**src/rtl/ccmult_rr_scheduler_pkg.sv**
```systemverilog
// rtl/ccmult_rr_scheduler_pkg.sv - fixed-point widths, multiplier latency and slice helper
package ccmult_rr_scheduler_pkg;

  localparam int TOTAL_WIDTH = 16;
  localparam int FRAC_WIDTH  = 12;
  localparam int CCMULT_LAT  = 4;

  // Products only need bits up to TOTAL_WIDTH+FRAC_WIDTH-1; higher bits are discarded by truncation anyway.
  localparam int PROD_WIDTH  = TOTAL_WIDTH + FRAC_WIDTH;

  typedef logic signed [TOTAL_WIDTH-1:0] data_t;
  typedef logic signed [PROD_WIDTH-1:0]  prod_t;

  // Low bit of requester idx's operand slice in a packed per-requester bus.
  function automatic int slice_lo(input int idx);
    return idx * TOTAL_WIDTH;
  endfunction

endpackage

```
**src/rtl/ccmult_pipelined.sv**
```systemverilog
// rtl/ccmult_pipelined.sv - 4-stage complex multiplier, shift by FRAC_WIDTH, wrap on overflow
module ccmult_pipelined
  import ccmult_rr_scheduler_pkg::*;
(
  input  logic  clk,
  input  logic  rst_n,
  input  data_t i_ar,
  input  data_t i_ai,
  input  data_t i_br,
  input  data_t i_bi,
  output data_t o_pr,
  output data_t o_pi
);

  prod_t r_p_rr, r_p_ii, r_p_ri, r_p_ir;
  prod_t r_s_r, r_s_i;
  data_t r_t_r, r_t_i;
  prod_t w_sh_r, w_sh_i;
  logic  w_unused_bits;

  assign w_sh_r = r_s_r >>> FRAC_WIDTH;
  assign w_sh_i = r_s_i >>> FRAC_WIDTH;
  assign w_unused_bits = ^{w_sh_r[PROD_WIDTH-1:TOTAL_WIDTH], w_sh_i[PROD_WIDTH-1:TOTAL_WIDTH]};

  // Partial products, sums, shift/truncate, output register: one stage each.
  always_ff @(posedge clk or negedge rst_n) begin
    if (!rst_n) begin
      r_p_rr <= '0;
      r_p_ii <= '0;
      r_p_ri <= '0;
      r_p_ir <= '0;
      r_s_r  <= '0;
      r_s_i  <= '0;
      r_t_r  <= '0;
      r_t_i  <= '0;
      o_pr   <= '0;
      o_pi   <= '0;
    end else begin
      r_p_rr <= prod_t'(i_ar) * prod_t'(i_br);
      r_p_ii <= prod_t'(i_ai) * prod_t'(i_bi);
      r_p_ri <= prod_t'(i_ar) * prod_t'(i_bi);
      r_p_ir <= prod_t'(i_ai) * prod_t'(i_br);
      r_s_r  <= r_p_rr - r_p_ii;
      r_s_i  <= r_p_ri + r_p_ir;
      r_t_r  <= w_sh_r[TOTAL_WIDTH-1:0];
      r_t_i  <= w_sh_i[TOTAL_WIDTH-1:0];
      o_pr   <= r_t_r;
      o_pi   <= r_t_i;
    end
  end

endmodule

```
**src/rtl/ccmult_rr_scheduler_rr_arbiter.sv**
```systemverilog
// rtl/ccmult_rr_scheduler_rr_arbiter.sv - round-robin one-hot arbiter with pointer update on accept
module rr_arbiter #(
  parameter int N_REQ = 4,
  parameter int ID_W  = 2
) (
  input  logic             clk,
  input  logic             rst_n,
  input  logic             i_issue_en,
  input  logic [N_REQ-1:0] i_req_valid,
  output logic [N_REQ-1:0] o_grant,
  output logic [ID_W-1:0]  o_grant_id,
  output logic             o_accept
);

  logic [ID_W-1:0] r_ptr;
  logic            w_found;

  // Search above the pointer first, then wrap to indices at or below it.
  always_comb begin
    o_grant    = '0;
    o_grant_id = '0;
    w_found    = 1'b0;
    for (int i = 0; i < N_REQ; i++) begin
      if (i_issue_en && !w_found && i_req_valid[i] && (ID_W'(i) > r_ptr)) begin
        o_grant[i] = 1'b1;
        o_grant_id = ID_W'(i);
        w_found    = 1'b1;
      end
    end
    for (int i = 0; i < N_REQ; i++) begin
      if (i_issue_en && !w_found && i_req_valid[i] && (ID_W'(i) <= r_ptr)) begin
        o_grant[i] = 1'b1;
        o_grant_id = ID_W'(i);
        w_found    = 1'b1;
      end
    end
  end

  assign o_accept = w_found;

  // Last granted index becomes the lowest priority; reset favours requester 0.
  always_ff @(posedge clk or negedge rst_n) begin
    if (!rst_n) r_ptr <= ID_W'(N_REQ - 1);
    else if (o_accept) r_ptr <= o_grant_id;
  end

endmodule

```
**src/rtl/ccmult_rr_scheduler.sv**
```systemverilog
// rtl/ccmult_rr_scheduler.sv - shares one pipelined complex multiplier among N_REQ requesters
module ccmult_rr_scheduler
  import ccmult_rr_scheduler_pkg::*;
#(
  parameter int N_REQ    = 4,
  parameter int ID_W     = 2,
  parameter int MULT_LAT = CCMULT_LAT,
  localparam int INF_W   = $clog2(MULT_LAT + 2)
) (
  input  logic                         clk,
  input  logic                         rst_n,
  input  logic                         i_issue_en,
  input  logic [N_REQ-1:0]             i_req_valid,
  output logic [N_REQ-1:0]             o_req_ready,
  input  logic [N_REQ*TOTAL_WIDTH-1:0] i_req_ar,
  input  logic [N_REQ*TOTAL_WIDTH-1:0] i_req_ai,
  input  logic [N_REQ*TOTAL_WIDTH-1:0] i_req_br,
  input  logic [N_REQ*TOTAL_WIDTH-1:0] i_req_bi,
  output logic [N_REQ-1:0]             o_rsp_valid,
  output logic [ID_W-1:0]              o_rsp_id,
  output data_t                        o_rsp_pr,
  output data_t                        o_rsp_pi,
  output logic                         o_busy,
  output logic [INF_W-1:0]             o_inflight
);

  logic [N_REQ-1:0] w_grant;
  logic [ID_W-1:0]  w_grant_id;
  logic             w_accept;
  logic             w_rsp_fire;
  data_t            r_ar, r_ai, r_br, r_bi;
  logic [MULT_LAT:0] r_tag_valid;
  logic [ID_W-1:0]  r_tag_id [0:MULT_LAT];
  logic [INF_W-1:0] r_inflight;

  rr_arbiter #(
    .N_REQ (N_REQ),
    .ID_W  (ID_W)
  ) u_arb (
    .clk         (clk),
    .rst_n       (rst_n),
    .i_issue_en  (i_issue_en),
    .i_req_valid (i_req_valid),
    .o_grant     (w_grant),
    .o_grant_id  (w_grant_id),
    .o_accept    (w_accept)
  );

  assign o_req_ready = w_grant;

  // Issue registers feed the multiplier; zero when nothing is accepted.
  always_ff @(posedge clk or negedge rst_n) begin
    if (!rst_n) begin
      r_ar <= '0;
      r_ai <= '0;
      r_br <= '0;
      r_bi <= '0;
    end else if (w_accept) begin
      r_ar <= i_req_ar[slice_lo(int'(w_grant_id)) +: TOTAL_WIDTH];
      r_ai <= i_req_ai[slice_lo(int'(w_grant_id)) +: TOTAL_WIDTH];
      r_br <= i_req_br[slice_lo(int'(w_grant_id)) +: TOTAL_WIDTH];
      r_bi <= i_req_bi[slice_lo(int'(w_grant_id)) +: TOTAL_WIDTH];
    end else begin
      r_ar <= '0;
      r_ai <= '0;
      r_br <= '0;
      r_bi <= '0;
    end
  end

  ccmult_pipelined u_mult (
    .clk   (clk),
    .rst_n (rst_n),
    .i_ar  (r_ar),
    .i_ai  (r_ai),
    .i_br  (r_br),
    .i_bi  (r_bi),
    .o_pr  (o_rsp_pr),
    .o_pi  (o_rsp_pi)
  );

  // Tag pipe: stage 0 aligns with the issue registers, stage MULT_LAT with the multiplier output.
  always_ff @(posedge clk or negedge rst_n) begin
    if (!rst_n) begin
      r_tag_valid <= '0;
      for (int s = 0; s <= MULT_LAT; s++) r_tag_id[s] <= '0;
    end else begin
      r_tag_valid <= {r_tag_valid[MULT_LAT-1:0], w_accept};
      r_tag_id[0] <= w_accept ? w_grant_id : '0;
      for (int s = 1; s <= MULT_LAT; s++) r_tag_id[s] <= r_tag_id[s-1];
    end
  end

  assign w_rsp_fire = r_tag_valid[MULT_LAT];

  // Occupancy: a product counts from its accept edge until its response cycle ends.
  always_ff @(posedge clk or negedge rst_n) begin
    if (!rst_n) r_inflight <= '0;
    else begin
      case ({w_accept, w_rsp_fire})
        2'b10:   r_inflight <= r_inflight + INF_W'(1);
        2'b01:   r_inflight <= r_inflight - INF_W'(1);
        default: r_inflight <= r_inflight;
      endcase
    end
  end

  // Decode the emerging tag into a one-hot strobe for its requester.
  always_comb begin
    o_rsp_valid = '0;
    if (w_rsp_fire) o_rsp_valid[r_tag_id[MULT_LAT]] = 1'b1;
  end

  assign o_rsp_id   = w_rsp_fire ? r_tag_id[MULT_LAT] : '0;
  assign o_inflight = r_inflight;
  assign o_busy     = (r_inflight != '0);

endmodule

```
**config.mk**
```make
export PLATFORM = sky130hd
export DESIGN_NAME = ccmult_rr_scheduler
export DESIGN_NICKNAME = d
export VERILOG_FILES = /design/src/rtl/ccmult_rr_scheduler_pkg.sv /design/src/rtl/ccmult_pipelined.sv /design/src/rtl/ccmult_rr_scheduler_rr_arbiter.sv /design/src/rtl/ccmult_rr_scheduler.sv
export SDC_FILE = /design/constraint.sdc
export NUM_CORES = 2
export LEC_CHECK = 0
export ABC_AREA = 1
export CAP_MARGIN = 10
export CORE_MARGIN = 10
export CORE_UTILIZATION = 40
export CTS_BUF_LIST = sky130_fd_sc_hd__clkbuf_4 sky130_fd_sc_hd__clkbuf_8
export CTS_CLUSTER_DIAMETER = 150
export CTS_CLUSTER_SIZE = 8
export DETAILED_ROUTE_END_ITERATION = 16
export GPL_TIMING_DRIVEN = 1
export SETUP_SLACK_MARGIN = 0.2
export SYNTH_ARGS = -nofsm -noshare
export SYNTH_HDL_FRONTEND = slang
export SYNTH_SLANG_ARGS = --single-unit
export TNS_END_PERCENT = 30
```
**constraint.sdc**
```tcl
create_clock -name clk -period 9.1 [get_ports clk]
set_clock_uncertainty 0.15 [all_clocks]
set_input_delay 0.91 -clock clk [delete_from_list [all_inputs] [get_ports clk]]
set_output_delay 0.91 -clock clk [all_outputs]
set_load 0.05 [all_outputs]
```
==> metrics <==
outcome=finished clean; FF-to-FF Start=r_br[2]$_DFF_PN0_; share of cells above drive strength 1=2.39%; WL final=150,000 µm; Fin. Hold Viols=0; Most common cell on crit path=fa_1; Seq cells post-synth=292; drt first pass iters=5; Worst Setup SP=r_br[2]$_DFF_PN0_; cell family with most CP delay=adder cells; leading area contributor after synthesis=fa_1; Main synth FF type=dfrtp_1; Worst path max stage delay=0.88 ns; Buf/Inv on CP=6; Clock Latency Late Sink=0.74 ns; Final GP Congestion=between 0.8 and 0.9; final hold slack=0.0886 ns; hold crit path type=input port to asynchronous set/reset pin; sequential fraction of the synthesis area=14.3%; CTS sink count=roughly 290; Routed Antenna Nets=0; critical path launch point type=register; detail-routed via count per cell=4.87; simple-gate share of the synthesized area=18.5%; DR WL/cell=17.7 µm; Cells after Synth=roughly 6,600; fmax=0.144 GHz; first-pass GRT wire length=240,000 µm; Core Box Area=127,000 µm²; Synth Area in Adders=44.6%; number of H-tree levels=2; die height=approximately 380 µm; WS Path Type=register to register; CP required=around 9.5 ns; Syn Nets=approximately 8,200; Yosys cell types=40; dominant cells by area after synthesis=fa_1 (36%), dfrtp_1 (14%), inv_1 (14%), nand2_1 (13%), ha_1 (8.8%); CTS tree=built; syn avg cell area=7.75 µm²; # IOs=309; Max Slew Vio Count=0; Final #Nets=8,311; post-CTS setup buffers=0; worst-margin pin slew=0.997 ns; post_cts resized=0; highest fanout seen on the critical path=17; normalized max-slew margin=33.6%; Root Buffer=clkbuf_8; Final Cycle Share=76.3%; XOR/XNOR Fraction of Synth Area=2.41%; cell area after synthesis=51,200 µm²; Overflow after GRT=0; vias in the first global route=around 43,000; Initial Utilization=40.2%; cells along the critical path=buf_4, nand2_1, inv_1, fa_1, fa_1, inv_1, fa_1, fa_1, inv_1, fa_1, fa_1, ha_1, nand2_1, nor2_1, inv_1, nor2_1, nand4_1, nand3_1, nand2_1, nand2_1, inv_1, nand3_1, nand2_1; Clock Path Buffers=3; largest net degree at the start of global routing=90; HPWL after DPL=around 120,000 µm; cts bufs inserted=43; Final min period=6.95 ns; RSZ-0062 raised after global routing=no; Global Route Usage Sum=between 20% and 30%; initial antenna violation count=1; die area=143,000 µm²; Area Overhead vs Synth=10.4%; TNS Setup=0 ns; Compound-Gate Fraction of Synth Area=4.44%; port bufs=about 300; die width=378 µm; post-synthesis mux area share=0%; largest family of logic cells by synthesized area=adder cells; max-cap viol count=0; hold buffers post-CTS=0; row cnt=131; placed cells=approximately 8,400; share of flip-flops with an asynchronous set or reset=between 90% and 100%; Synth warnings=0; register clock-pin slew on the reported worst setup and hold paths=0.09 ns; Crit. End Element=register; Non-Filler Instances=8,447; DRT iter0 DRCs=2,956; Yosys top cell area share=35.8%; crit path max-delay cell type=dfrtp_1; CP Data Arrival Time=7.38 ns; DR DRC count=0; Via Count=41,200; setup violators final=0; Post-synth EDFFs=0
[cell type report]
cell class | instances | area, µm²
flip-flops and latches | 292 | 7340
inverters | 1872 | 7030
fillers | 12700 | 70800
well taps | 1662 | 2080
multi-input cells | 4198 | 35900
clock inverters | 5 | 45.0
repair buffers | 363 | 3500
diodes | 1 | 2.50
clock buffers | 54 | 681
[flip-flops by register name (all words and copies together), names as in the netlist, 3 cells and up]
register / flops
r_tag_valid: 5
u_mult.r_p_ri: 28
u_mult.r_p_ir: 28
u_mult.r_s_r: 16
u_mult.r_s_i: 16
r_br: 16
r_bi: 16
r_tag_id: 10
r_ar: 16
u_mult.r_p_ii: 28
u_mult.o_pi: 16
u_mult.o_pr: 16
u_mult.r_p_rr: 28
u_mult.r_t_r: 16
u_mult.r_t_i: 16
o_inflight: 3
r_ai: 16
[worst paths after layout]
path	slack, ns	cells past startpoint	endpoint
max in group asynchronous	6.70	3	u_mult.r_t_r[9]$_DFF_PN0_
max	2.15	23	u_mult.r_p_ir[27]$_DFF_PN0_
max reg2reg	2.15	23	u_mult.r_p_ir[27]$_DFF_PN0_
min	0.09	1	u_mult.r_t_i[10]$_DFF_PN0_
min reg2reg	0.18	0	r_tag_id[1]$_DFF_PN0_
min in group clk	0.18	0	r_tag_id[1]$_DFF_PN0_
[stage by stage]
step                util (%)  worst slack, ns  area [µm²]
floorplan                  -             3.40       51200
CTS                     44.4             2.29       56600
global placement        43.9             2.42       55900
detailed placement      43.9             2.38       55900
finish                  44.4             2.15       56600
global route            44.4             1.90       56600
[cells in the final DEF (no fill, tap or decap), types with 9 or more instances in the layout]
cell type	count
inv_1	1870
nand4_1	29
clkdlybuf4s50_1	307
a21o_1	20
o211ai_1	12
fa_1	917
clkbuf_4	10
nor3_1	27
ha_1	361
o21ai_0	79
buf_4	55
dfrtp_1	267
a31oi_1	10
o21bai_1	35
or2_2	9
xor2_1	96
nand3b_1	13
xnor2_1	45
nand3_1	279
dfrtp_2	23
a21oi_1	233
clkbuf_8	44
nor2_1	237
nand2_1	1756
[layer usage]
metal  vias to the layer above  part of all wire [%]  wire (µm)  GRT usage [%]
met5                         -                     0          0              0
met4                         0                   2.7       4040           5.22
met3                       170                   6.9      10300           3.56
met2                      1350                    46      69100           34.8
met1                     20300                    44      66100           29.1
li1                      19300                     -          -              -
[Yosys cell counts (all sizes together), types with 10 or more instances]
| library cell | count |
|---|---|
| xor2 | 96 |
| a21oi | 233 |
| ha | 361 |
| fa | 917 |
| xnor2 | 45 |
| nand2 | 1758 |
| inv | 1872 |
| dfrtp | 290 |
| a21o | 20 |
| o211ai | 12 |
| a31oi | 10 |
| o21ai | 79 |
| o21bai | 35 |
| nand3 | 283 |
| buf | 63 |
| nand4 | 30 |
| nor3 | 27 |
| nand3b | 14 |
| clkbuf | 188 |
| nor2 | 239 |
[logic make-up after synthesis]
kind of cell | Yosys count
AOI/OAI and AO/OA | 408
xor gates and xnor gates | 141
adders and majority gates | 1278
buffers and inverters | 2123
DFF | 292
and+or+nand+nor | 2371
Power is left out: the tool's default activity adds up to more than one toggle a clock period on the data nets, which glitch-free logic cannot reach.
